## src/rtl/cpu_pkg.sv

```systemverilog
// Shared definitions for the operand issue stage: opcodes, ALU function codes,
// instruction field positions, FSM encoding and decode helpers.
package cpu_pkg;

  localparam int DATA_W  = 16;
  localparam int REG_N   = 8;
  localparam int ADDR_W  = $clog2(REG_N);
  localparam int INSTR_W = 16;

  // Opcodes with stage-level meaning; every other opcode goes straight to the ALU
  localparam logic [3:0] OP_NOP  = 4'b0000;
  localparam logic [3:0] OP_HALT = 4'b1111;

  // ALU function codes; the ALU alone defines what each one computes
  localparam logic [3:0] FN_C2 = 4'b0010;
  localparam logic [3:0] FN_C4 = 4'b0100;
  localparam logic [3:0] FN_C6 = 4'b0110;
  localparam logic [3:0] FN_C8 = 4'b1000;
  localparam logic [3:0] FN_CA = 4'b1010;

  // Instruction field bit positions
  localparam int OPC_HI  = 15;
  localparam int OPC_LO  = 12;
  localparam int RD_HI   = 11;
  localparam int RD_LO   = 9;
  localparam int IMM_BIT = 8;
  localparam int RS_HI   = 7;
  localparam int RS_LO   = 5;
  localparam int IMM8_HI = 7;
  localparam int IMM8_LO = 0;

  typedef enum logic [2:0] {
    S_IDLE,
    S_DECODE,
    S_EXEC,
    S_WB,
    S_HALT
  } state_t;

  typedef struct packed {
    logic [3:0]        opc;
    logic [ADDR_W-1:0] rd;
    logic              imm;
    logic [ADDR_W-1:0] rs;
    logic [7:0]        imm8;
  } dec_t;

  function automatic dec_t decode(input logic [INSTR_W-1:0] w);
    dec_t d;
    d.opc  = w[OPC_HI:OPC_LO];
    d.rd   = w[RD_HI:RD_LO];
    d.imm  = w[IMM_BIT];
    d.rs   = w[RS_HI:RS_LO];
    d.imm8 = w[IMM8_HI:IMM8_LO];
    return d;
  endfunction

  function automatic logic [DATA_W-1:0] sext8(input logic [7:0] v);
    return {{(DATA_W-8){v[7]}}, v};
  endfunction

endpackage

```

## src/rtl/operand_issue_stage_if.sv

```systemverilog
// Instruction handshake, ALU operand/result and write-back bus of the issue stage.
interface operand_issue_stage_if;
  import cpu_pkg::*;

  logic                   instr_valid;
  logic                   instr_ready;
  logic [INSTR_W-1:0]     instr;
  logic [DATA_W-1:0]      op_a;
  logic [DATA_W-1:0]      op_b;
  logic [3:0]             alu_func;
  logic [DATA_W-1:0]      alu_out;
  logic                   wb_valid;
  logic [ADDR_W-1:0]      wb_addr;
  logic [DATA_W-1:0]      wb_data;

  // Upstream/ALU side
  modport master (
    output instr_valid, instr, alu_out,
    input  instr_ready, op_a, op_b, alu_func, wb_valid, wb_addr, wb_data
  );

  // Issue stage side
  modport slave (
    input  instr_valid, instr, alu_out,
    output instr_ready, op_a, op_b, alu_func, wb_valid, wb_addr, wb_data
  );
endinterface

```

## src/rtl/operand_issue_stage_reg_file.sv

```systemverilog
// Register file: one synchronous write port with synchronous reset,
// three asynchronous read ports (operand A, operand B, debug).
module reg_file_8x16 #(
  parameter int DATA_W = cpu_pkg::DATA_W,
  parameter int REG_N  = cpu_pkg::REG_N,
  localparam int AW    = $clog2(REG_N)
) (
  input  logic              clk,
  input  logic              rst,
  input  logic              we,
  input  logic [AW-1:0]     waddr,
  input  logic [DATA_W-1:0] wdata,
  input  logic [AW-1:0]     ra_addr,
  output logic [DATA_W-1:0] ra_data,
  input  logic [AW-1:0]     rb_addr,
  output logic [DATA_W-1:0] rb_data,
  input  logic [AW-1:0]     dbg_addr,
  output logic [DATA_W-1:0] dbg_data
);
  logic [REG_N-1:0][DATA_W-1:0] regs;

  // Reset clears every register; otherwise the addressed register takes wdata
  always_ff @(posedge clk) begin
    if (rst) begin
      regs <= '0;
    end else if (we) begin
      for (int i = 0; i < REG_N; i++)
        if (waddr == AW'(i)) regs[i] <= wdata;
    end
  end

  assign ra_data  = regs[ra_addr];
  assign rb_data  = regs[rb_addr];
  assign dbg_data = regs[dbg_addr];
endmodule

```

## src/rtl/operand_issue_stage.sv

```systemverilog
// Multi-cycle decode/issue stage: IDLE -> DECODE -> EXEC -> WB, one instruction
// every four cycles. Reads operands, drives the external ALU, writes the result back.
module operand_issue_stage #(
  parameter int DATA_W = cpu_pkg::DATA_W,
  parameter int REG_N  = cpu_pkg::REG_N,
  localparam int AW    = $clog2(REG_N)
) (
  input  logic                 clk,
  input  logic                 rst,
  operand_issue_stage_if.slave bus,
  output logic                 halted,
  input  logic [AW-1:0]        dbg_addr,
  output logic [DATA_W-1:0]    dbg_data
);
  import cpu_pkg::*;

  state_t                state;
  logic [INSTR_W-1:0]    ir;
  dec_t                  dec;
  logic [DATA_W-1:0]     rd_data;
  logic [DATA_W-1:0]     rs_data;
  logic [DATA_W-1:0]     op_a_q;
  logic [DATA_W-1:0]     op_b_q;
  logic [3:0]            func_q;
  logic [DATA_W-1:0]     result_q;
  logic [AW-1:0]         wb_addr_q;
  logic                  wb_vld_q;
  logic                  wb_we;
  logic                  accept;

  assign dec = decode(ir);

  // Ready is gated by rst so nothing is accepted while reset is held
  assign bus.instr_ready = (state == S_IDLE) && !rst;
  assign accept          = bus.instr_valid && bus.instr_ready;

  // A reset landing on the WB cycle suppresses both the strobe and the write
  assign wb_we        = wb_vld_q && !rst;
  assign bus.wb_valid = wb_we;
  assign bus.wb_addr  = wb_addr_q;
  assign bus.wb_data  = result_q;
  assign bus.op_a     = op_a_q;
  assign bus.op_b     = op_b_q;
  assign bus.alu_func = func_q;

  reg_file_8x16 #(.DATA_W(DATA_W), .REG_N(REG_N)) u_rf (
    .clk      (clk),
    .rst      (rst),
    .we       (wb_we),
    .waddr    (wb_addr_q),
    .wdata    (result_q),
    .ra_addr  (dec.rd),
    .ra_data  (rd_data),
    .rb_addr  (dec.rs),
    .rb_data  (rs_data),
    .dbg_addr (dbg_addr),
    .dbg_data (dbg_data)
  );

  // Issue FSM; all datapath outputs are registered here and hold between updates
  always_ff @(posedge clk) begin
    if (rst) begin
      state     <= S_IDLE;
      ir        <= '0;
      op_a_q    <= '0;
      op_b_q    <= '0;
      func_q    <= '0;
      result_q  <= '0;
      wb_addr_q <= '0;
      wb_vld_q  <= 1'b0;
      halted    <= 1'b0;
    end else begin
      wb_vld_q <= 1'b0;
      case (state)
        S_IDLE: begin
          if (accept) begin
            ir    <= bus.instr;
            state <= S_DECODE;
          end
        end
        S_DECODE: begin
          if (dec.opc == OP_NOP) begin
            state <= S_IDLE;
          end else if (dec.opc == OP_HALT) begin
            halted <= 1'b1;
            state  <= S_HALT;
          end else begin
            op_a_q <= rd_data;
            op_b_q <= dec.imm ? sext8(dec.imm8) : rs_data;
            func_q <= dec.opc;
            state  <= S_EXEC;
          end
        end
        S_EXEC: begin
          result_q  <= bus.alu_out;
          wb_addr_q <= dec.rd;
          wb_vld_q  <= 1'b1;
          state     <= S_WB;
        end
        S_WB:    state <= S_IDLE;
        S_HALT:  state <= S_HALT;
        default: state <= S_IDLE;
      endcase
    end
  end
endmodule

```

## src/flat_wrapper.sv

```systemverilog
// flat-port wrapper written by rule: the top's interface ports become plain ports
module operand_issue_stage_flat import cpu_pkg::*;
#(
  parameter int DATA_W = cpu_pkg::DATA_W,
  parameter int REG_N  = cpu_pkg::REG_N,
  localparam int AW    = $clog2(REG_N)
)
  (clk, rst, halted, dbg_addr, dbg_data, bus_instr_valid, bus_instr, bus_alu_out, bus_instr_ready, bus_op_a, bus_op_b, bus_alu_func, bus_wb_valid, bus_wb_addr, bus_wb_data);
  operand_issue_stage_if bus_i ();
  input  logic clk;
  input  logic rst;
  output logic halted;
  input  logic [AW-1:0] dbg_addr;
  output logic [DATA_W-1:0] dbg_data;
  input wire logic [$bits(bus_i.instr_valid)-1:0] bus_instr_valid;
  input wire logic [$bits(bus_i.instr)-1:0] bus_instr;
  input wire logic [$bits(bus_i.alu_out)-1:0] bus_alu_out;
  output wire logic [$bits(bus_i.instr_ready)-1:0] bus_instr_ready;
  output wire logic [$bits(bus_i.op_a)-1:0] bus_op_a;
  output wire logic [$bits(bus_i.op_b)-1:0] bus_op_b;
  output wire logic [$bits(bus_i.alu_func)-1:0] bus_alu_func;
  output wire logic [$bits(bus_i.wb_valid)-1:0] bus_wb_valid;
  output wire logic [$bits(bus_i.wb_addr)-1:0] bus_wb_addr;
  output wire logic [$bits(bus_i.wb_data)-1:0] bus_wb_data;
  assign bus_i.instr_valid = bus_instr_valid;
  assign bus_i.instr = bus_instr;
  assign bus_i.alu_out = bus_alu_out;
  assign bus_instr_ready = bus_i.instr_ready;
  assign bus_op_a = bus_i.op_a;
  assign bus_op_b = bus_i.op_b;
  assign bus_alu_func = bus_i.alu_func;
  assign bus_wb_valid = bus_i.wb_valid;
  assign bus_wb_addr = bus_i.wb_addr;
  assign bus_wb_data = bus_i.wb_data;
  operand_issue_stage #(.DATA_W(DATA_W), .REG_N(REG_N)) u_core (.clk(clk), .rst(rst), .bus(bus_i), .halted(halted), .dbg_addr(dbg_addr), .dbg_data(dbg_data));
endmodule
```

## config.mk

```make
export PLATFORM = sky130hd
export DESIGN_NAME = operand_issue_stage_flat
export DESIGN_NICKNAME = d
export VERILOG_FILES = /design/src/rtl/cpu_pkg.sv /design/src/rtl/operand_issue_stage_if.sv /design/src/rtl/operand_issue_stage_reg_file.sv /design/src/rtl/operand_issue_stage.sv /design/src/flat_wrapper.sv
export SDC_FILE = /design/constraint.sdc
export NUM_CORES = 1
export LEC_CHECK = 0
export CAP_MARGIN = 20
export CORE_MARGIN = 5
export CORE_UTILIZATION = 53
export DETAILED_ROUTE_END_ITERATION = 10
export MAX_ROUTING_LAYER = met4
export PLACE_DENSITY = 0.75
export SLEW_MARGIN = 20
export SYNTH_ARGS = -nofsm -noshare
export SYNTH_HDL_FRONTEND = slang
export SYNTH_SLANG_ARGS = --single-unit
```

## constraint.sdc

```tcl
create_clock -name clk -period 2.8 [get_ports clk]
set_input_delay 0.56 -clock clk [delete_from_list [all_inputs] [get_ports clk]]
set_output_delay 0.56 -clock clk [all_outputs]
set_load 0.05 [all_outputs]
```

==> impl_metrics.tcl, run 1 <==
set metrics [dict create \
    outcome "finished clean" \
    hold_viol_final 0 \
    num_io_pins 112 \
    start_util 0.535 \
    insertion_delay_ns 0.53 \
    cts.sinks 204 \
    p_per_area_mw_per_mm2 537 \
    synthCells 1105 \
    hold_path.class "input port to flip-flop" \
    synth_seq_cells 204 \
    r2r-start "u_core.state[0]$_SDFFE_PP0P_" \
    synthDistinctLibCells 49 \
    io_buffer_count 111 \
    setup_viol 0 \
    grt-ovfl-total 0 \
    fin_skew_ns 0.0191 \
    crit_path_end_kind "output port" \
    cts_tree "yes" \
    synth_edf_count 0 \
    mostFrequentLayoutCells "dfxtp_1, o21ai_0, a21oi_1, nand3_1, clkdlybuf4s50_1" \
    syn2layout_area_growth_pct 19.6 \
    die_w_um 152 \
    design.die.area_mm2 0.0232 \
    required_ns 2.24 \
    p_leak_nw 4.22 \
    maxCapViolCount 0 \
    crit_chain "clkdlybuf4s50_1 -> buf_12 -> mux4_2 -> mux2_2 -> buf_6" \
    gr-usage-all-layers 0.289 \
    drtIter0Drc 1260 \
    num_vias 9816 \
    arrival_ns 2.21 \
    cp_max_fo 7 \
    viasPerCell 6.83 \
    path_delay_family "buffers and inverters" \
    rsz0062_at_grt "no" \
    post-route-drc-count 0 \
    cts_max_level 1 \
    grt_pass1_wl_um 53500 \
    crit_slowest_cell "clkdlybuf4s50_1" \
    vdd.ir_drop.worst_mv 0.352 \
    die-height_um 152 \
    place_congestion 0.898 \
    drtPass1Iterations 5 \
    drive_gt1_frac 0.231 \
    synth_ff_type "dfxtp_1" \
    start_kind "input port" \
    root_buffer "clkbuf_16" \
    cpPeakStageDelay_ns 0.52 \
    finalMaxSlewViolations 0 \
    fmax_mhz 361 \
    ys_seq_area_frac 0.380 \
    synth.avg_cell_area_um2 9.73 \
    syn_area_mm2 0.0107 \
    fin_crit_ns 2.77 \
    yosysWarnings 0 \
    tightest_slew_ns 0.777 \
    critPathLaunch "dbg_addr[1]" \
    fin_nets 1186 \
    post-dp-hpwl_um 21400 \
    path_buf_inv 3 \
    path_class "input port to output port" \
    grt_max_degree 71 \
    rows 52 \
    clk_path_buf_depth 3 \
    numCtsBuffers 23 \
    slew_headroom 0.482 \
    wl_per_cell_um 23.8 \
    async_flop_share 0 \
    hp-start "rst" \
    core_region_area_mm2 0.0201 \
    antenna_found_initial 2 \
    synthesis.nets 1143 \
    clk_pin_slew_worst_paths_ns 0.06 \
    first_global_vias 9263 \
    setup_tns_ns 0 \
    post-route-period-util 0.988 \
    power_mw 6.90 \
    layout_commonest_cell "dfxtp_1" \
    detail-route-antenna-nets 0 \
    wl_um 34200 \
]
[worst reg2reg max path: stages, from the launching register on]
cell      delay, ns
dfxtp_1        0.49
or3b_1         0.61
o311ai_0       0.70
o31ai_1        0.25
[layer usage]
layer	up-vias	track usage	routed length, um
met1	4790	0.395	13900
met4	0	0.0903	914
li1	4289	-	-
met2	661	0.434	15800
met5	-	-	0
met3	76	0.0605	3640
[registers in the layout, summed over array words and instances, names as in the netlist]
register	cells
u_core.bus.alu_func	4
u_core.halted	1
u_core.wb_vld_q	1
u_core.bus.op_a	16
u_core.bus.wb_addr	3
u_core.state	3
u_core.bus.op_b	16
u_core.bus.wb_data	16
u_core.u_rf.regs	128
u_core.ir	16
[kinds of logic after synthesis]
kind of cell / share of synthesized area
flip-flops: 0.380
AO/OA/AOI/OAI: 0.188
multiplexers: 0.267
buffers and inverters: 0.0568
AND/OR/NAND/NOR: 0.108
[cell usage after synthesis, drive strengths merged, types with 2 or more instances]
| cell type | n | area share |
|---|---|---|
| o31ai | 9 | 0.0063 |
| nand2 | 6 | 0.0021 |
| mux4 | 71 | 0.15 |
| nor3 | 2 | 0.0020 |
| nor4 | 3 | 0.0031 |
| clkbuf | 91 | 0.032 |
| o2bb2ai | 2 | 0.0016 |
| a211oi | 19 | 0.013 |
| mux2i | 44 | 0.041 |
| nand3b | 3 | 0.0021 |
| nor2 | 26 | 0.0091 |
| nor3b | 4 | 0.0038 |
| o21ai | 129 | 0.060 |
| o221a | 4 | 0.0042 |
| a311oi | 2 | 0.0016 |
| o311ai | 11 | 0.0090 |
| or3b | 3 | 0.0024 |
| nand4 | 6 | 0.0035 |
| and3b | 4 | 0.0033 |
| inv | 2 | 0.00070 |
| buf | 52 | 0.024 |
| nor2b | 18 | 0.010 |
| nand2b | 3 | 0.0017 |
| o41ai | 2 | 0.0016 |
| o221ai | 3 | 0.0024 |
| o22ai | 11 | 0.0064 |
| a31oi | 18 | 0.010 |
| mux2 | 74 | 0.078 |
| and2 | 4 | 0.0023 |
| a221oi | 9 | 0.0073 |
| nand3 | 128 | 0.060 |
| dfxtp | 204 | 0.38 |
| a21oi | 129 | 0.060 |
[through the flow]
step / hold slack, ns / utilization / setup WS (ns) / std cells / area, um^2
global placement: 0.466 / 0.603 / 0.0200 / 1392 / 12100
global route: 0.403 / 0.639 / 0.000197 / 1437 / 12900
floorplan: 0.469 / - / 0.250 / 1105 / 10700
detailed placement: 0.493 / 0.603 / 0.00499 / 1392 / 12100
finish: 0.403 / 0.639 / 0.0330 / 1437 / 12900
CTS: 0.395 / 0.639 / 0.0149 / 1435 / 12800
[worst paths after layout]
path,to,slack [ns],cells after the start
setup / recovery,dbg_data[15],0.03,5
hold / removal,u_core.bus.wb_data[15]$_SDFFE_PP0P_,0.40,2
setup reg to reg,u_core.bus.op_b[13]$_SDFFE_PP0P_,0.56,3
hold reg to reg,u_core.u_rf.regs[56]$_SDFFE_PP0P_,0.51,2
[area by class of cell]
| type | count | area [um^2] |
|---|---|---|
| flip-flops and latches | 204 | 4090 |
| multi-input cells | 755 | 6080 |
| repair buffers | 161 | 1620 |
| clock buffers | 30 | 622 |
| diodes | 2 | 5.00 |
| well taps | 270 | 338 |
| inverters | 3 | 11.3 |
| clock inverters | 12 | 93.8 |
| fillers | 1633 | 7250 |
[report_power, final]
part           switching (mW)  leakage [nW]  total, mW  internal [mW]
registers              0.0864          1.65       3.05           2.97
logic                   0.566          2.22      0.937          0.371
clock network            1.25         0.354       2.91           1.66
[what timing repair did]
item,CTS,global route
endpoints found under the setup margin,1,1
hold endpoints to repair,0,0
pin swaps,0,0
resized for setup,0,1
cloned,0,0
hold buffers,0,0
setup buffers,1,0
(Power assumes the default switching activity.)
==> run 2: changes to the inputs <==
--- a/config.mk
+++ b/config.mk
@@ -6,11 +6,13 @@
 export NUM_CORES = 1
 export LEC_CHECK = 0
 export CAP_MARGIN = 20
+export CELL_PAD_IN_SITES_DETAIL_PLACEMENT = 1
+export CELL_PAD_IN_SITES_GLOBAL_PLACEMENT = 1
 export CORE_MARGIN = 5
-export CORE_UTILIZATION = 53
+export CORE_UTILIZATION = 45
 export DETAILED_ROUTE_END_ITERATION = 10
 export MAX_ROUTING_LAYER = met4
-export PLACE_DENSITY = 0.75
+export PLACE_DENSITY_LB_ADDON = 0.1
 export SLEW_MARGIN = 20
 export SYNTH_ARGS = -nofsm -noshare
 export SYNTH_HDL_FRONTEND = slang
==> constraint.sdc (replaced) <==
create_clock -name clk -period 2.8 [get_ports clk]
set_input_delay 0.42 -clock clk [delete_from_list [all_inputs] [get_ports clk]]
set_output_delay 0.42 -clock clk [all_outputs]
set_load 0.05 [all_outputs]
==> run 2 against run 1 <==
  * Combinational power rose by 2%
  * Hold slack worse by 0.20 ns
  * Flip-flop and latch count unchanged
  * Die area is 17% higher
  * Routed wire length is 15% higher
  * Total power rose by 3.4%
  * Final cell count rose by 3.3%
  * Clock power increased by 7.2%
  * Sequential power is essentially flat
  * Critical path type unchanged
  * Largest power group is now clock
==> impl_metrics.tcl, run 2 (synthesized netlist as in run 1, its figures left out) <==
set metrics [dict create \
    hold_path.class "input port to flip-flop" \
    layout_commonest_cell "dfxtp_1" \
    drt-met1-wl_um 16800 \
    p_leak_nw 4.24 \
    max_flop_register "u_core.u_rf.regs" \
    start_util 0.458 \
    grt-ovfl-total 0 \
    viasPerCell 6.57 \
    maxCapViolCount 0 \
    seq_area_mm2 0.00409 \
    detail-route-antenna-nets 0 \
    hold_viol_final 0 \
    grt_max_degree 107 \
    start_kind "input port" \
    insertion_delay_ns 0.51 \
    rows 56 \
    fin_crit_ns 2.56 \
    cts_setup_buffers 0 \
    post-route-period-util 0.913 \
    crit_slowest_cell "mux4_2" \
    cts.sinks 204 \
    wl_per_cell_um 26.4 \
    num_io_pins 112 \
    post-dp-hpwl_um 25000 \
    wl_um 39200 \
    required_ns 2.38 \
    fmax_mhz 391 \
    root_buffer "clkbuf_16" \
    setup_tns_ns 0 \
    setup_viol 0 \
    mostFrequentLayoutCells "dfxtp_1, o21ai_0, a21oi_1, nand3_1, clkdlybuf4s50_1" \
    slew_headroom 0.307 \
    outcome "finished clean" \
    r2r_slack_ns 0.60 \
    io_buffer_count 111 \
    setup_slack_ns 0.244 \
    die-height_um 165 \
    post-place-ws_ns 0.250 \
    fin_nets 1186 \
    vdd.ir_drop.worst_mv 0.314 \
    cts_max_level 1 \
    cts_tree "yes" \
    post-route-drc-count 0 \
    tightest_slew_ns 1.04 \
    clk_pin_slew_worst_paths_ns 0.05 \
    place_congestion 0.853 \
    met2_length_um 18200 \
    die_w_um 165 \
    design.die.area_mm2 0.0271 \
    gr-usage-all-layers 0.294 \
    core_region_area_mm2 0.0235 \
    grt_pass1_wl_um 60200 \
    drtIter0Drc 1040 \
    fillers 2564 \
    cp_max_fo 18 \
    multi_input_area_mm2 0.00608 \
    rsz0062_at_grt "no" \
    dr_wl_met3_um 3240 \
    finalMaxSlewViolations 0 \
    arrival_ns 2.14 \
    power_mw 7.13 \
    cpPeakStageDelay_ns 0.51 \
    drive_gt1_frac 0.231 \
    antenna_found_initial 1 \
    crit_chain "clkdlybuf4s50_1 -> buf_12 -> mux4_2 -> mux2_2 -> buf_4" \
    drtPass1Iterations 7 \
    first_global_vias 9920 \
    highest_layer "met4" \
    numCtsBuffers 25 \
    path_class "input port to output port" \
    num_vias 9753 \
    syn2layout_area_growth_pct 20.4 \
    p_per_area_mw_per_mm2 551 \
    crit_path_end_kind "output port" \
    ctsResizeCount 0 \
    fin_skew_ns 0.0104 \
    largest_reg_flops 128 \
    holdBufCountCts 0 \
    clk_path_buf_depth 3 \
]
==> run 2: layout make-up <==
class / count / share of cell area
multi-input cells: 755 / 0.470
flip-flops and latches: 204 / 0.316
clock buffers: 34 / 0.0548
clock inverters: 9 / 0.00600
repair buffers: 159 / 0.121
diodes: 1 / 0.000193
well taps: 319 / 0.0309
inverters: 3 / 0.000870
==> run 2: through the flow <==
step                      area, um^2   util  hold slack (ns)  instances
after floorplan                10700      -            0.469       1105
after global placement         12100  0.517            0.457       1440
after detailed placement       12100  0.517            0.469       1440
after CTS                      12900  0.551            0.183       1483
after global routing           12900  0.551            0.223       1484
final                          12900  0.551            0.205       1484
==> run 2: critical path: cells and delay by family <==
kind,cells,cell delay [ns]
mux,2,0.82
buf+inv,3,0.89
==> run 2: per-layer routing <==
layer | vias to the layer above | track usage
met5 | - | -
met4 | 0 | 0.0836
met3 | 67 | 0.0641
met2 | 408 | 0.455
met1 | 4986 | 0.392
li1 | 4292 | -
==> run 2: path summary, 6_finish.rpt <==
check / start / endpoint / depth (start not counted)
min reg2reg: u_core.halted$_SDFFE_PP0P_ / u_core.halted$_SDFFE_PP0P_ / 2
min: rst / u_core.halted$_SDFFE_PP0P_ / 2
max reg2reg: u_core.state[0]$_SDFFE_PP0P_ / u_core.bus.op_b[4]$_SDFFE_PP0P_ / 4
max: dbg_addr[1] / dbg_data[1] / 5
==> run 2: report_power, final <==
group	total (mW)	internal, mW	switching, mW
Sequential	3.05	2.97	0.0820
Combinational	0.957	0.362	0.595
Clock	3.12	1.86	1.27
==> run 3: changes to the inputs <==
==> constraint.sdc (replaced) <==
create_clock -name clk -period 2.6 [get_ports clk]
set_input_delay 0.39 -clock clk [delete_from_list [all_inputs] [get_ports clk]]
set_output_delay 0.39 -clock clk [all_outputs]
set_load 0.05 [all_outputs]
==> run 3 against run 2 <==
  * Via count up 0.28%
  * Total power is 13% higher
  * Hold slack improved by 0.011 ns
  * Worst setup slack got worse by 0.15 ns
  * Routed wire length grew 1.8%
  * Highest routed layer unchanged
  * Flip-flop and latch count did not move
  * Final cell count rose by 0.27%
  * Critical path type unchanged
  * Utilization grew 0.53 points
  * Non-clock buffer count increased by 7
  * First-iteration DRC count shrank 4.2%
  * Clock power up 19%
  * Count of clock-buffer cells in the layout down 3
==> impl_metrics.tcl, run 3 (synthesized netlist as in run 1, its figures left out) <==
set metrics [dict create \
    outcome "finished clean" \
    finalMaxSlewViolations 0 \
    arrival_ns 2.11 \
    path_class "input port to output port" \
    p_leak_nw 4.32 \
    post-place-ws_ns 0.111 \
    io_buffer_count 111 \
    hold_viol_final 0 \
    setup_tns_ns 0 \
    setup_slack_ns 0.0982 \
    clk_path_buf_depth 3 \
    start_kind "input port" \
    gr-usage-all-layers 0.302 \
    root_buffer "clkbuf_16" \
    cts_max_level 1 \
    final_cell_count_no_fill 1488 \
    worstHoldEndpoint "u_core.halted$_SDFFE_PP0P_" \
    p_switching_mw 2.10 \
    insertion_delay_ns 0.53 \
    p_per_area_mw_per_mm2 616 \
    crit_path_end_kind "output port" \
    viasPerCell 6.57 \
    fin_nets 1192 \
    grt-ovfl-total 0 \
    clockPowerShare 0.463 \
    fin_crit_ns 2.50 \
    utilization 0.556 \
    syn2layout_area_growth_pct 21.5 \
    die-height_um 165 \
    finalInstanceArea_mm2 0.0131 \
    post-dp-hpwl_um 25300 \
    cp_max_fo 18 \
    hp-start "rst" \
    power_mw 8.04 \
    grt_pass1_wl_um 61700 \
    wl_per_cell_um 26.8 \
    crit_top_cell "buf_12" \
    rr_worst_depth 4 \
    placed_area_mm2 0.0122 \
    timing.rr.end "u_core.bus.op_b[4]$_SDFFE_PP0P_" \
    cts_setup_buffers 0 \
    post-route-period-util 0.962 \
    p_comb_frac 0.129 \
    rows 56 \
    hold_path.class "input port to flip-flop" \
    mostFrequentLayoutCells "dfxtp_1, o21ai_0, a21oi_1, nand3_1, clkdlybuf4s50_1" \
    num_io_pins 112 \
    largest_reg_flops 128 \
    n_antenna_cell 0 \
    first_global_vias 10100 \
    tightest_slew_ns 0.909 \
    vdd.ir_drop.worst_mv 0.355 \
    grt_max_degree 162 \
    post-route-drc-count 0 \
    start_util 0.458 \
    drtPass1Iterations 5 \
    die_w_um 165 \
    core_region_area_mm2 0.0235 \
    crit_chain "clkdlybuf4s50_1 -> buf_12 -> buf_12 -> mux4_2 -> mux2_2 -> buf_4" \
    holdPathStages 2 \
    holdBufCountCts 0 \
    wl_um 39900 \
    slew_headroom 0.394 \
    fmax_mhz 400 \
    maxCapViolCount 0 \
    layout_commonest_cell "dfxtp_1" \
    detail-route-antenna-nets 0 \
    cpPeakStageDelay_ns 0.50 \
    drtIter0Drc 996 \
    seqPwrFrac 0.408 \
    p_int_mw 5.95 \
    clk_pin_slew_worst_paths_ns 0.05 \
    num_vias 9780 \
    design.die.area_mm2 0.0271 \
    required_ns 2.21 \
    ctsResizeCount 0 \
    p_sw_frac 0.261 \
    numCtsBuffers 24 \
    holdWs_ns 0.216 \
    drive_gt1_frac 0.235 \
    r2r-start "u_core.ir[7]$_SDFFE_PP0P_" \
    cts_tree "yes" \
    r2r_slack_ns 0.49 \
    cts.sinks 204 \
    placedCellCount 1447 \
    rsz0062_at_grt "no" \
    antenna_found_initial 0 \
    crit_slowest_cell "clkdlybuf4s50_1" \
    max_flop_register "u_core.u_rf.regs" \
    fin_skew_ns 0.0178 \
    setup_viol 0 \
    place_congestion 0.858 \
]
-- run 3: cell types whose count changed in the layout (fill, tap and decap cells not counted), sizes merged --
cell	change
buf	+7
diode	-1
clkbuf	-3
bufinv	+4
clkinv	-3
-- run 3: worst max-delay path by stage --
stage / to / start / depth (start not counted)
after floorplan: dbg_data[5] / dbg_addr[0] / 4
after global placement: dbg_data[15] / dbg_addr[1] / 5
after detailed placement: dbg_data[15] / dbg_addr[1] / 5
after CTS: bus_instr_ready / u_core.state[2]$_SDFFE_PP0P_ / 2
after global routing: bus_instr_ready / u_core.state[2]$_SDFFE_PP0P_ / 2
final: dbg_data[6] / dbg_addr[1] / 6
-- run 3: cell type report --
cell class                      count  area (um^2)
Fill cell                        2540        10400
Inverter                            3         11.3
Tap cell                          319          399
Clock inverter                     10          179
Multi-Input combinational cell    755         6080
Sequential cell                   204         4090
Timing Repair Buffer              166         1620
Clock buffer                       31          688
-- run 3: power by group through the flow --
stage	Sequential (mW)	Clock [mW]	Combinational (mW)
3_5_place_dp	3.35	0	1.03
4_1_cts	3.28	3.76	1.04
6_report	3.28	3.72	1.04
5_1_grt	3.29	3.91	1.09
2_1_floorplan	3.45	0	0.526
3_3_place_gp	3.35	0	1.02
-- run 3: metal layers --
metal | wire, um | track usage
met5 | 0 | -
met4 | 1030 | 0.0771
met2 | 18900 | 0.478
met3 | 3190 | 0.0601
met1 | 16800 | 0.400
-- run 3: critical path, delay by kind of cell --
kind | cells | cell delay, ns
buffers and inverters | 4 | 1.07
multiplexers | 2 | 0.63
